$ cat config.mk
export PLATFORM = sky130hd
export DESIGN_NAME = key_debounce_encoder
export DESIGN_NICKNAME = d
export VERILOG_FILES = /design/src/rtl/key_debounce_encoder.sv
export SDC_FILE = /design/constraint.sdc
export NUM_CORES = 1
export LEC_CHECK = 0
export BUFFER_PORTS_ARGS = -buffer_cell sky130_fd_sc_hd__clkbuf_2
export CORE_ASPECT_RATIO = 0.8
export CORE_UTILIZATION = 50
export CTS_CLUSTER_SIZE = 25
export DETAILED_ROUTE_END_ITERATION = 6
export PLACE_DENSITY = 0.73
export SLEW_MARGIN = 20
export SYNTH_ARGS = -nofsm -noshare
export SYNTH_HDL_FRONTEND = slang
export SYNTH_SLANG_ARGS = --single-unit
export TNS_END_PERCENT = 20
$ cat constraint.sdc
create_clock -name clk -period 1.9 [get_ports clk]
set_input_delay 0.38 -clock clk [delete_from_list [all_inputs] [get_ports clk]]
set_output_delay 0.38 -clock clk [all_outputs]
set_load 0.1 [all_outputs]
$ cat src/rtl/key_debounce_encoder.sv
// Keypad front end: 2-FF synchroniser, highest-index priority encoder, press/release
// debounce FSM with optional auto-repeat, and a one-entry valid/ready event register.
module key_debounce_encoder #(
  parameter int N_KEYS       = 10,
  parameter int DEBOUNCE_CYC = 4,
  parameter int REPEAT_CYC   = 0,
  localparam int CODE_W      = $clog2(N_KEYS)
) (
  input  logic              clk,
  input  logic              rst,
  input  logic [N_KEYS-1:0] S_n,
  output logic [CODE_W-1:0] key_code,
  output logic              key_rpt,
  output logic              key_valid,
  input  logic              key_ready,
  output logic              GS,
  output logic              ovf
);

  localparam int CNT_W = (DEBOUNCE_CYC > 1) ? $clog2(DEBOUNCE_CYC) : 1;
  localparam int RPT_W = (REPEAT_CYC > 1) ? $clog2(REPEAT_CYC) : 1;
  localparam logic [CNT_W-1:0] CNT_MAX = CNT_W'(DEBOUNCE_CYC - 1);
  localparam logic [RPT_W-1:0] RPT_MAX = RPT_W'((REPEAT_CYC > 0) ? REPEAT_CYC - 1 : 0);

  typedef enum logic [1:0] {
    IDLE,
    CHECK,
    HELD,
    RELEASE
  } state_t;

  // Key lines are asynchronous; two flops before any decision logic sees them.
  logic [N_KEYS-1:0] sync_q1, sync_q2;

  // NOTE: sequential state uses non-blocking assignments so every flop samples pre-edge values.
  always_ff @(posedge clk) begin
    if (rst) begin
      sync_q1 <= '1;
      sync_q2 <= '1;
    end else begin
      sync_q1 <= S_n;
      sync_q2 <= sync_q1;
    end
  end

  logic [N_KEYS-1:0] pressed;
  logic              any_key;
  logic [CODE_W-1:0] cand;

  assign pressed = ~sync_q2;
  assign any_key = |pressed;

  // Ascending scan: the last hit is the highest pressed index.
  always_comb begin
    cand = '0;
    for (int i = 0; i < N_KEYS; i++) begin
      if (pressed[i]) cand = CODE_W'(i);
    end
  end

  state_t            state_q, state_d;
  logic [CNT_W-1:0]  cnt_q, cnt_d;
  logic [RPT_W-1:0]  rcnt_q, rcnt_d;
  logic [CODE_W-1:0] latched_q, latched_d;
  logic              issue, issue_rpt;

  always_ff @(posedge clk) begin
    if (rst) begin
      state_q   <= IDLE;
      cnt_q     <= '0;
      rcnt_q    <= '0;
      latched_q <= '0;
    end else begin
      state_q   <= state_d;
      cnt_q     <= cnt_d;
      rcnt_q    <= rcnt_d;
      latched_q <= latched_d;
    end
  end

  // NOTE: every output of this block is defaulted first, so no path can infer a latch.
  always_comb begin
    state_d   = state_q;
    cnt_d     = cnt_q;
    rcnt_d    = rcnt_q;
    latched_d = latched_q;
    issue     = 1'b0;
    issue_rpt = 1'b0;
    unique case (state_q)
      IDLE: begin
        if (any_key) begin
          state_d   = CHECK;
          latched_d = cand;
          cnt_d     = '0;
        end
      end
      CHECK: begin
        if (!any_key) begin
          state_d = IDLE;
        end else if (cand != latched_q) begin
          latched_d = cand;
          cnt_d     = '0;
        end else if (cnt_q == CNT_MAX) begin
          state_d = HELD;
          issue   = 1'b1;
          rcnt_d  = '0;
        end else begin
          cnt_d = cnt_q + 1'b1;
        end
      end
      HELD: begin
        if (!any_key) begin
          state_d = RELEASE;
          cnt_d   = '0;
        end else if (cand != latched_q) begin
          state_d   = CHECK;
          latched_d = cand;
          cnt_d     = '0;
        end else if (REPEAT_CYC > 0) begin
          if (rcnt_q == RPT_MAX) begin
            issue     = 1'b1;
            issue_rpt = 1'b1;
            rcnt_d    = '0;
          end else begin
            rcnt_d = rcnt_q + 1'b1;
          end
        end
      end
      RELEASE: begin
        // A same-key return inside the window is bounce: back to HELD silently.
        if (any_key) begin
          if (cand == latched_q) begin
            state_d = HELD;
            rcnt_d  = '0;
          end else begin
            state_d   = CHECK;
            latched_d = cand;
            cnt_d     = '0;
          end
        end else if (cnt_q == CNT_MAX) begin
          state_d = IDLE;
        end else begin
          cnt_d = cnt_q + 1'b1;
        end
      end
      default: state_d = IDLE;
    endcase
  end

  // One-entry event register: a new event may replace data only if the slot is
  // empty or being drained on this same edge; otherwise it is dropped and flagged.
  always_ff @(posedge clk) begin
    if (rst) begin
      key_code  <= '0;
      key_rpt   <= 1'b0;
      key_valid <= 1'b0;
      ovf       <= 1'b0;
      GS        <= 1'b0;
    end else begin
      GS <= (state_d == HELD) || (state_d == RELEASE);
      if (issue) begin
        if (!key_valid || key_ready) begin
          key_code  <= latched_q;
          key_rpt   <= issue_rpt;
          key_valid <= 1'b1;
        end else begin
          ovf <= 1'b1;
        end
      end else if (key_valid && key_ready) begin
        key_valid <= 1'b0;
      end
    end
  end

endmodule

# After elaboration in Yosys (flattened, before gate mapping)
# Index checks and enable logic that the tools add are counted.
dict set report op_classes {
  addsub 1
  n_mul 0
  n_div 0
  n_lt_le_gt_ge 0
  eq_ne 17
  n_shift 0
  n_mux 41
  bitwise 2
  reduce_logical 13
}
# cell n
set op_table {}
lappend op_table {{2-to-1 mux 4 bit} 13}
lappend op_table {{2-to-1 mux 2 bit} 17}
lappend op_table {{one-hot mux 2 bit (4 select lines)} 2}
lappend op_table {{one-hot mux 4 bit (3 select lines)} 1}
lappend op_table {{== test 2 bit, second input constant} 5}
lappend op_table {{inverter 10 bit} 1}
lappend op_table {{OR reduction 10 bit} 1}
lappend op_table {{2-to-1 mux 1 bit} 8}
lappend op_table {{!= test 2 bit, second input constant} 4}
lappend op_table {{!= test 2 x 1 -> 1 bit, second input constant} 3}
lappend op_table {{!= test 3 bit, second input constant} 2}
lappend op_table {{AND reduction 2 bit} 3}
lappend op_table {{AND reduction 5 bit} 1}
lappend op_table {{== test 4 bit} 1}
lappend op_table {{!= test 4 bit} 1}
lappend op_table {{AND reduction 4 bit} 1}
lappend op_table {{adder 2 x 1 -> 2 bit, second input constant} 1}
lappend op_table {{== test 2 x 1 -> 1 bit, second input constant} 1}
lappend op_table {{logical NOT 2 bit} 1}
lappend op_table {{logical OR 1 bit} 2}
lappend op_table {{nonzero test 2 bit} 1}
lappend op_table {{OR reduction 2 bit} 1}
lappend op_table {{logical AND 1 bit} 1}
lappend op_table {{logical NOT 1 bit} 1}
lappend op_table {{inverter 1 bit} 1}
dict set report totals {
  register_bits 35
  latch_bits 0
  ram_bits 0
  rom_bits 0
  in_bits 13
  output_inout_bits 8
  wordCells 83
  memories 0
}

# Longest topological paths before layout
dict set report depth {
  word_depth 16
  ltp_mapped 8
  depth_no_buf 7
}

# Worst setup path before layout
# No wires, ideal clock.
dict set report synth_path {
  path_kind {flip-flop to flip-flop}
  startpoint {register sync_q2[5]}
  endpoint {register cnt_q[0]}
  setup_time_ps 88
  t_arrival_ps 1921
  required_time_ps 1812
  slack_ps -109
  stages_incl_launch_ff 7
  n_path_buf 0
  period_less_slack_ps 2009
  path_cell_list {dfxtp_1 > nand4_4 > or4_4 > o211ai_4 > nand3_1 > o2bb2a_4 > o32ai_2}
}
dict set report synth_via {
  elab_chain_len 10
}
# element line_no
set synth_rtl {}
lappend synth_rtl {{start: declaration} 33} ;# logic [N_KEYS-1:0] sync_q1, sync_q2;
lappend synth_rtl {{start signal: assignment} 42} ;# sync_q2 <= sync_q1;
lappend synth_rtl {{inverter 10 bit *} 50} ;# assign pressed = ~sync_q2;
lappend synth_rtl {{2-to-1 mux 4 bit (5 in a row)} 57} ;# if (pressed[i]) cand = CODE_W'(i);
lappend synth_rtl {{!= test 4 bit} {100, 115}}
lappend synth_rtl {{2-to-1 mux 2 bit} 100} ;# end else if (cand != latched_q) begin
lappend synth_rtl {{2-to-1 mux 2 bit} 98} ;# if (!any_key) begin
lappend synth_rtl {{one-hot mux 2 bit (4 select lines)} 89} ;# unique case (state_q)
lappend synth_rtl {{end signal: assignment} 75} ;# cnt_q <= cnt_d;
lappend synth_rtl {{end: declaration} 62} ;# logic [CNT_W-1:0] cnt_q, cnt_d;
# Mark *: on every way between the ends. The rest lies on a longest branch, timed or not. The select of a mux whose other input is x is not followed.
# A chain may end at the register's enable or synchronous reset.

# Worst setup path after layout
# Same ends and word-level chain as after synthesis.

==> results.json <==
{
  "swShare_pct": 37.3,
  "async_flop_share_pct": 0,
  "fillers": 197,
  "finClkSkew_ps": 9.71,
  "grt_pass1_wl_mm": 6.25,
  "synth_area_mm2": 0.00161,
  "worst_pin_slew_ps": 609,
  "power_frac_seq_pct": 31.5,
  "die_h_um": 52.7,
  "final_cell_mix": "dfxtp_1, buf_4, or2_2",
  "final_area_mm2": 0.00232,
  "antenna_found_initial": 0,
  "synth_nets": 192,
  "slew_violations": 0,
  "cts_root_buf": "clkbuf_8",
  "final.min_clock_period_ps": 2210,
  "cts.reportedPaths.clkPinSlew_ps": 70,
  "fp.dieArea_mm2": 0.00344,
  "drt-initial-drc-count": 259,
  "hold_slack_ps": 257,
  "syn_inst": 174,
  "final_util_pct": 75.7,
  "wire_per_inst_um": 19.2,
  "wirelength_mm": 5.18,
  "cts_tree": "done",
  "die_w_um": 65.4,
  "grt_overflow": 0,
  "timing.final.hold_violations": 0,
  "grt_pass1_vias": 1389,
  "drc": 0,
  "cp_data_required_time_ps": 2110,
  "vias": 1682,
  "fin_total_pwr_mw": 2.74,
  "hold_path_class": "in -> reg",
  "clkPwrFrac_pct": 25.6,
  "arrival_ps": 2420,
  "layout_commonest_cell": "dfxtp_1",
  "maxSlewHeadroom_pct": 59.4,
  "synth_cell_types": 44,
  "power_density_mw_per_mm2": 1180,
  "viasPerCell": 6.23,
  "rsz0062_at_grt": "true",
  "insertedDiodeCount": 0,
  "insertion_delay_ps": 300,
  "io_pins": 21,
  "area_growth_pct": 44.4,
  "cts_buffers": 5,
  "switching_power_mw": 1.02,
  "grt_max_degree": 36,
  "intPower_mw": 1.72,
  "ys_seq_elements": 35,
  "row_count": 18,
  "irDropWorstVdd_uv": 877,
  "violations": "negative setup slack",
  "synth_edf_count": 0,
  "nets": 247,
  "initial_utilization_pct": 52.4,
  "multi_input_area_mm2": 0.00103,
  "synth_area_per_cell_um2": 9.23,
  "core_mm2": 0.00306,
  "h-tree-depth": 2,
  "power_frac_comb_pct": 43.0,
  "finalSetupViolCount": 14,
  "final_antenna_net_count": 0,
  "cp_max_fo": 7,
  "register_area_um2": 716,
  "tns_ps": -2980,
  "cts_sinks": 35,
  "yosysWarnings": 0,
  "io_buffers": 19,
  "max_cap_viol_count": 0,
  "place_area_mm2": 0.00190,
  "end_kind": "register",
  "cts_hold_buf": 0,
  "drt-pass1-iter-count": 5,
  "cts_max_path_buffers": 2,
  "drive_gt1_share_pct": 51.3,
  "critPathKind": "reg -> reg",
  "p_leak_nw": 0.960,
  "dp_hpwl_mm": 2.54,
  "status": "complete, but fails checks",
  "seq_area_frac_synth_pct": 43.6,
  "place.gp.congestion": 0.927,
  "postLayoutSetupSlackWorst_ps": -310,
  "clock.fmax_ghz": 0.452,
  "synthFlopType": "dfxtp_1",
  "period_share_pct": 116,
  "grt_use_total_pct": 25.0,
  "cp-start-kind": "register"
}
## power by group through the flow
| stage | combinational (mW) | sequential, mW | clock [mW] |
|---|---|---|---|
| floorplan | 0.511 | 0.918 | 0 |
| global placement | 0.799 | 0.868 | 0 |
| detailed placement | 0.829 | 0.871 | 0 |
| CTS | 0.914 | 0.854 | 0.699 |
| global route | 1.23 | 0.869 | 0.729 |
| finish | 1.18 | 0.862 | 0.700 |
## path summary, 6_finish.rpt
| kind | startpoint | to | slack (ps) | cells past startpoint |
|---|---|---|---|---|
| worst max-delay path | sync_q2[5] | cnt_q[0] | -310 | 8 |
| worst min-delay path | S_n[3] | sync_q1[3] | 260 | 2 |
| worst max register to register | sync_q2[5] | cnt_q[0] | -310 | 8 |
| worst min register to register | sync_q1[7] | sync_q2[7] | 410 | 1 |
## critical path, cell delays in order (launching register included)
cell,delay (ps)
dfxtp_4,370
buf_12,130
a31oi_4,240
xor2_2,130
a311o_2,500
a41oi_2,250
buf_4,170
nand2_1,90
o32ai_2,230
## routing by layer
metal  share of wire [%]  vias up  track usage (%)
met1                  38      793             29.0
met3                 9.3       35             8.26
met2                  47      115             41.6
met4                 5.4        0             12.3
li1                    -      739                -
met5                   0        -                0
## flip-flops by register name (all words and copies together) (netlist names)
signal,count
latched_q,4
sync_q2,10
ovf,1
key_valid,1
state_q,2
key_code,4
cnt_q,2
GS,1
sync_q1,10
## per-stage QoR
step / cells / setup WS [ps]
after floorplan: 174 / -20.3
after global placement: 248 / -130
after detailed placement: 248 / -246
after CTS: 260 / -171
after global routing: 270 / -336
final: 270 / -310
## kinds of logic (layout without fill, tap and decap cells)
kind of cell / after synthesis / after routing / share of synthesized area (%)
AOI/OAI and AO/OA: 44 / 46 / 21.0
xor gates and xnor gates: 3 / 3 / 1.64
adders and majority gates: 5 / 5 / 3.90
buffers and inverters: 14 / 68 / 3.74
DFF: 35 / 35 / 43.6
other: 1 / 1 / 0.234
and+or+nand+nor: 72 / 72 / 25.9
## cell usage after synthesis, types with 4 or more instances
master	count	area [um^2]
dfxtp_1	35	701
or2_2	20	125
nand2_1	12	45.0
a21oi_1	11	55.1
nor2_1	11	41.3
inv_1	7	26.3
nand3_1	7	35.0
o21ai_0	7	35.0
ha_1	5	62.6
a211oi_1	4	30.0
a31oi_1	4	25.0
nor3_1	4	20.0
## final cells by class
class	count	share of cell area [%]
clock inverters	2	1.51
flip-flops and latches	35	30.9
clock buffers	6	3.56
multi-input cells	127	44.5
inverters	7	1.13
well taps	40	2.16
repair buffers	53	16.3
## repair_timing
item | 4_1_cts | 5_1_grt
gates cloned | 1 | 1
pin swaps | 12 | 15
resized for setup | 17 | 23
setup buffers | 3 | 9
setup endpoints to repair | 15 | 15
Note: power is estimated with default switching activity, not from simulation.
